**config.mk**
```make
export PLATFORM = sky130hd
export DESIGN_NAME = alu_seq_ctrl
export DESIGN_NICKNAME = d
export VERILOG_FILES = /design/src/rtl/alu_seq_ctrl.sv
export SDC_FILE = /design/constraint.sdc
export NUM_CORES = 1
export LEC_CHECK = 0
export ABC_AREA = 0
export BUFFER_PORTS_ARGS = -buffer_cell sky130_fd_sc_hd__buf_2
export CAP_MARGIN = 20
export CORE_MARGIN = 4
export CORE_UTILIZATION = 53
export DETAILED_ROUTE_END_ITERATION = 8
export PLACE_DENSITY = 0.93
export SLEW_MARGIN = 0
export SYNTH_ARGS = -nofsm -noshare
export SYNTH_HDL_FRONTEND = slang
export SYNTH_SLANG_ARGS = --single-unit
```
**constraint.sdc**
```tcl
create_clock -name clk -period 4.57 [get_ports clk]
set_input_delay 0 -clock clk [delete_from_list [all_inputs] [get_ports clk]]
set_output_delay 0 -clock clk [all_outputs]
set_load 0.02 [all_outputs]
```
**src/rtl/alu_seq_ctrl.sv**
```systemverilog
// Multi-precision sequencer for the 8-bit ALU: runs one NBYTES-wide operation through
// the ALU a byte per cycle, LSB first, chaining carry, and returns result plus {Z,N,V,C}.
module alu_seq_ctrl #(
  parameter int unsigned NBYTES = 2
) (
  input  logic                  clk,
  input  logic                  rst_n,
  input  logic                  req_valid,
  output logic                  req_ready,
  input  logic [3:0]            req_op,
  input  logic [8*NBYTES-1:0]   req_a,
  input  logic [8*NBYTES-1:0]   req_b,
  output logic                  rsp_valid,
  input  logic                  rsp_ready,
  output logic [8*NBYTES-1:0]   rsp_res,
  output logic [3:0]            rsp_flag,
  output logic                  rsp_err,
  output logic [3:0]            alu_opcode,
  output logic [7:0]            alu_a,
  output logic [7:0]            alu_b,
  output logic                  alu_cin,
  output logic [2:0]            alu_shift_amt,
  input  logic [7:0]            alu_res,
  input  logic [3:0]            alu_flag
);

  localparam int unsigned W    = 8 * NBYTES;
  localparam int unsigned IDXW = (NBYTES > 1) ? $clog2(NBYTES) : 1;

  localparam logic [3:0] OP_ADD = 4'b0000;
  localparam logic [3:0] OP_SUB = 4'b0001;
  localparam logic [3:0] OP_NOT = 4'b0101;
  localparam logic [3:0] OP_INC = 4'b0110;
  localparam logic [3:0] OP_DEC = 4'b0111;

  typedef enum logic [1:0] {
    IDLE,
    EXEC,
    DONE
  } state_t;

  state_t            state, state_nxt;
  logic [3:0]        op_q;
  logic [W-1:0]      a_q, b_q, res_q;
  logic [IDXW-1:0]   idx;
  logic [IDXW+2:0]   bit_ofs;
  logic              carry, zacc, err_q;
  logic [3:0]        flag_q;
  logic              is_arith, last_byte, first_byte;
  logic [7:0]        a_byte, b_byte;

  assign bit_ofs    = {idx, 3'b000};
  assign a_byte     = a_q[bit_ofs +: 8];
  assign b_byte     = b_q[bit_ofs +: 8];
  assign first_byte = (idx == '0);
  assign last_byte  = (idx == IDXW'(NBYTES - 1));
  assign is_arith   = (op_q == OP_ADD) || (op_q == OP_SUB) ||
                      (op_q == OP_INC) || (op_q == OP_DEC);

  assign req_ready     = (state == IDLE);
  assign rsp_valid     = (state == DONE);
  assign rsp_res       = res_q;
  assign rsp_flag      = flag_q;
  assign rsp_err       = err_q;
  assign alu_shift_amt = '0;

  // Arithmetic ops all map onto ALU ADD; only operand b and the first-byte carry differ.
  always_comb begin
    state_nxt  = state;
    alu_opcode = '0;
    alu_a      = '0;
    alu_b      = '0;
    alu_cin    = 1'b0;
    case (state)
      IDLE: begin
        if (req_valid) state_nxt = req_op[3] ? DONE : EXEC;
      end
      EXEC: begin
        alu_a      = a_byte;
        alu_opcode = is_arith ? OP_ADD : op_q;
        case (op_q)
          OP_ADD: begin alu_b = b_byte;  alu_cin = first_byte ? 1'b0 : carry; end
          OP_SUB: begin alu_b = ~b_byte; alu_cin = first_byte ? 1'b1 : carry; end
          OP_INC: begin alu_b = 8'h00;   alu_cin = first_byte ? 1'b1 : carry; end
          OP_DEC: begin alu_b = 8'hFF;   alu_cin = first_byte ? 1'b0 : carry; end
          OP_NOT: alu_b = 8'h00;
          default: alu_b = b_byte;
        endcase
        if (last_byte) state_nxt = DONE;
      end
      DONE: begin
        if (rsp_ready) state_nxt = IDLE;
      end
      default: state_nxt = IDLE;
    endcase
  end

  always_ff @(posedge clk or negedge rst_n) begin
    if (!rst_n) begin
      state  <= IDLE;
      op_q   <= '0;
      a_q    <= '0;
      b_q    <= '0;
      res_q  <= '0;
      idx    <= '0;
      carry  <= 1'b0;
      zacc   <= 1'b0;
      flag_q <= '0;
      err_q  <= 1'b0;
    end else begin
      state <= state_nxt;
      case (state)
        IDLE: begin
          if (req_valid) begin
            op_q   <= req_op;
            a_q    <= req_a;
            b_q    <= req_b;
            idx    <= '0;
            carry  <= 1'b0;
            zacc   <= 1'b1;
            res_q  <= '0;
            flag_q <= '0;
            err_q  <= req_op[3];
          end
        end
        EXEC: begin
          res_q[bit_ofs +: 8] <= alu_res;
          carry               <= alu_flag[0];
          zacc                <= zacc & alu_flag[3];
          idx                 <= idx + 1'b1;
          // N comes from the ALU's own sign flag on the top byte, i.e. result[W-1].
          if (last_byte) begin
            idx    <= '0;
            flag_q <= {zacc & alu_flag[3], alu_flag[2],
                       is_arith & alu_flag[1], is_arith & alu_flag[0]};
          end
        end
        default: ;
      endcase
    end
  end

endmodule
```
==> impl_results.md <==
* CTS buffer count at 9
* Initial antenna violation count at 0
* Worst slew pin tran at between 0.7 and 0.8 ns
* Synth warn at 0
* Root Buffer: clkbuf_8
* Drt pass-1 iters at 4
* Most common cell after layout, fill and taps aside: buf_2
* Synth unique cells at 33
* Core area at between 0.004 and 0.005 mm^2
* Fin crit period at 2.22 ns
* Placer Congestion at approximately 0.75
* Crit path depth at 4
* Post-Syn Area at about 0.0028 mm^2
* Die ar. at ~0.0064 mm^2
* Area delta synth->final at 44.9%
* Startpoint Class: flip-flop
* Peak supply drop at between 0.4 and 0.5 mV
* Max-Cap Viols at 0
* First-pass GRT wire length at 12,000 um
* Post-synth top area share at 55.5%
* Clk slew on worst S/H paths at around 0.070 ns
* Die Ht at ~80 um
* Final setup fails at 0
* Initial Utilization at around 56%
* Final Hold Fails at 0
* Dpl hpwl at between 4000 and 5000 um
* Number of global-route vias before repair at 2,433
* Hold Path Class: in2async
* Number of routed nets with antenna violations at 0
* Ratio of cells with drive above 1 in the final layout at between 40 and 50%
* Mapped Cells at 203
* CP bufs+invs at 1
* CP max stage delay at between 0.7 and 0.8 ns
* Drt first-iter violations at slightly above 80
* Commonest non-fill, non-tap cells in the layout: buf_2, dfrtp_1, dlygate4sd3_1
* Cells on worst reg2reg path at 3
* Worst-Skew Late Latency at between 0.3 and 0.4 ns
* Req. time, crit path at ~4.6 ns
* CTS tree: built
* IO Port Bufs at 95
* Critical path's top delay family: flip-flops
* # placed instances at roughly 360
* Post-Route WL at 7410 um
* DRC Markers at 0
* Synth area leader: dfrtp_1
* Largest net degree at the start of global routing at 62
* Max Freq at approximately 0.45 GHz
* Final Non-Filler Cells at approximately 420
* PwrDens at around 670 mW/mm^2
* Via count at 2,242
* CTS H-Tree Depth at 3
* Worst path slowest cell: dfrtp_1
* Die X at ~80 um
* CP endpoint kind: primary output
* Total GRT Usage at 24.9%
* Grt ovf at 0
* Tcrit/Tclk final at between 40% and 50%
* Fillers at ~290
* # rows at 25
* # clock sinks at 61
* Max-slew violations at 0
* Post-CTS setup buffer count at 0
* DR WL/cell at about 18 um
* CP arrival at approximately 2.2 ns
* Post-Syn Area per Cell at around 14 um^2
* Layout Nets at 403
* Post-synthesis register bit count at a little over 60
* Sequential area share after synthesis at between 50 and 60%
* # IOs at a little under 100
* Via density at around 5.3
* WS Path Type: reg2out
* Critical-path cell list: mux2i_1, nor2_1, a211oi_1, buf_2
* RSZ-0062 raised after global routing: false
* LEAKAGE at 1.95 nW
* Worst Skew at between 0.01 and 0.015 ns
* Synth area leaders: dfrtp_1, mux2_2, a22o_1, mux2i_1, a22o_2
* CTS max path bufs at 2
* Outcome: finished clean
* Max transition margin at roughly half
* Antenna cells at 0
* Worst-path fanout max at 13
* Final TNS setup at 0 ns
cell usage after synthesis:
cell type,count
dfrtp_1,61
o21bai_1,1
nand2b_1,2
mux2_2,38
buf_2,4
inv_1,2
a22o_2,8
nand3b_1,1
nor2_2,2
nand2_1,5
xnor2_1,1
or2b_1,1
and2_1,1
a32o_1,3
a22o_1,17
a21oi_1,1
and3b_2,1
o21ai_1,1
o22ai_1,2
conb_1,1
and3_1,3
and2b_2,2
or3b_2,1
or2_2,1
o21ai_0,2
nor3b_4,1
nor2_1,9
a211oi_1,9
buf_6,5
mux2i_1,9
nor3b_2,1
buf_4,5
a21o_1,2
cells by family after synthesis:
kind of cell           count (synthesis)  share of synthesized area [%]
flip-flops                            61                           55.5
multiplexers                          47                           18.8
AO/OA/AOI/OAI                         46                           13.9
AND/OR/NAND/NOR                       31                           6.96
buffers and inverters                 16                           4.41
XOR/XNOR                               1                          0.318
other                                  1                          0.136
power breakdown:
group	internal [W]	total (W)	switching, W
clock network	0.000377	0.000581	0.000204
registers	0.000784	0.000978	0.000194
logic	0.000529	0.00113	0.000599
total	0.00169	0.00269	0.000998
what timing repair did:
| action | in CTS | in global routing |
|---|---|---|
| endpoints found under the hold margin | 121 | 0 |
| gates resized for setup | 0 | 0 |
| hold buffers | 52 | 0 |
state kept, by name, summed over array words and instances, names as in the netlist:
name	cells
a_q	16
b_q	16
rsp_res	16
op_q	4
rsp_flag	4
state	2
carry	1
idx	1
zacc	1
tightest hold or removal path, delay by kind of cell:
family / cells / cell delay [ns]
buffers and inverters: 3 / 1.19
final cells by class:
class | count | area (um^2) | share of cell area, %
inverters | 2 | 7.51 | 0.188
repair buffers | 149 | 1010 | 25.4
well taps | 67 | 83.8 | 2.10
flip-flops and latches | 61 | 1530 | 38.3
clock buffers | 12 | 145 | 3.64
multi-input cells | 128 | 1120 | 28.0
clock inverters | 4 | 95.1 | 2.39
per-stage QoR:
| stage | setup slack (ns) | utilization (%) | instance area, um^2 | power, W | hold slack, ns |
|---|---|---|---|---|---|
| after floorplan | 3.00 | - | 2760 | 0.00176 | -0.296 |
| after global placement | 2.60 | 66.1 | 3230 | 0.00199 | 0.189 |
| after detailed placement | 2.56 | 66.1 | 3230 | 0.00204 | 0.202 |
| after CTS | 2.46 | 81.7 | 3990 | 0.00268 | 0.390 |
| after global routing | 2.30 | 81.7 | 3990 | 0.00284 | 0.424 |
| final | 2.35 | 81.7 | 3990 | 0.00269 | 0.353 |
path summary, 6_finish.rpt:
kind / startpoint / to / slack, ns
worst min-delay path: rst_n / carry / 0.35
max in group asynchronous: rst_n / a_q[14] / 3.73
worst max-delay path: idx / alu_b[5] / 2.35
worst max register to register: state[1] / a_q[11] / 2.58
worst min register to register: rsp_res[13] / rsp_res[13] / 0.50
min in group clk: req_b[8] / b_q[8] / 0.43
routing by layer:
| layer | wire (um) | track usage, % |
|---|---|---|
| met3 | 476 | 5.61 |
| met1 | 2970 | 29.8 |
| met2 | 3680 | 41.9 |
| met5 | 0 | 0 |
| met4 | 274 | 13.0 |
(Power assumes the default switching activity.)
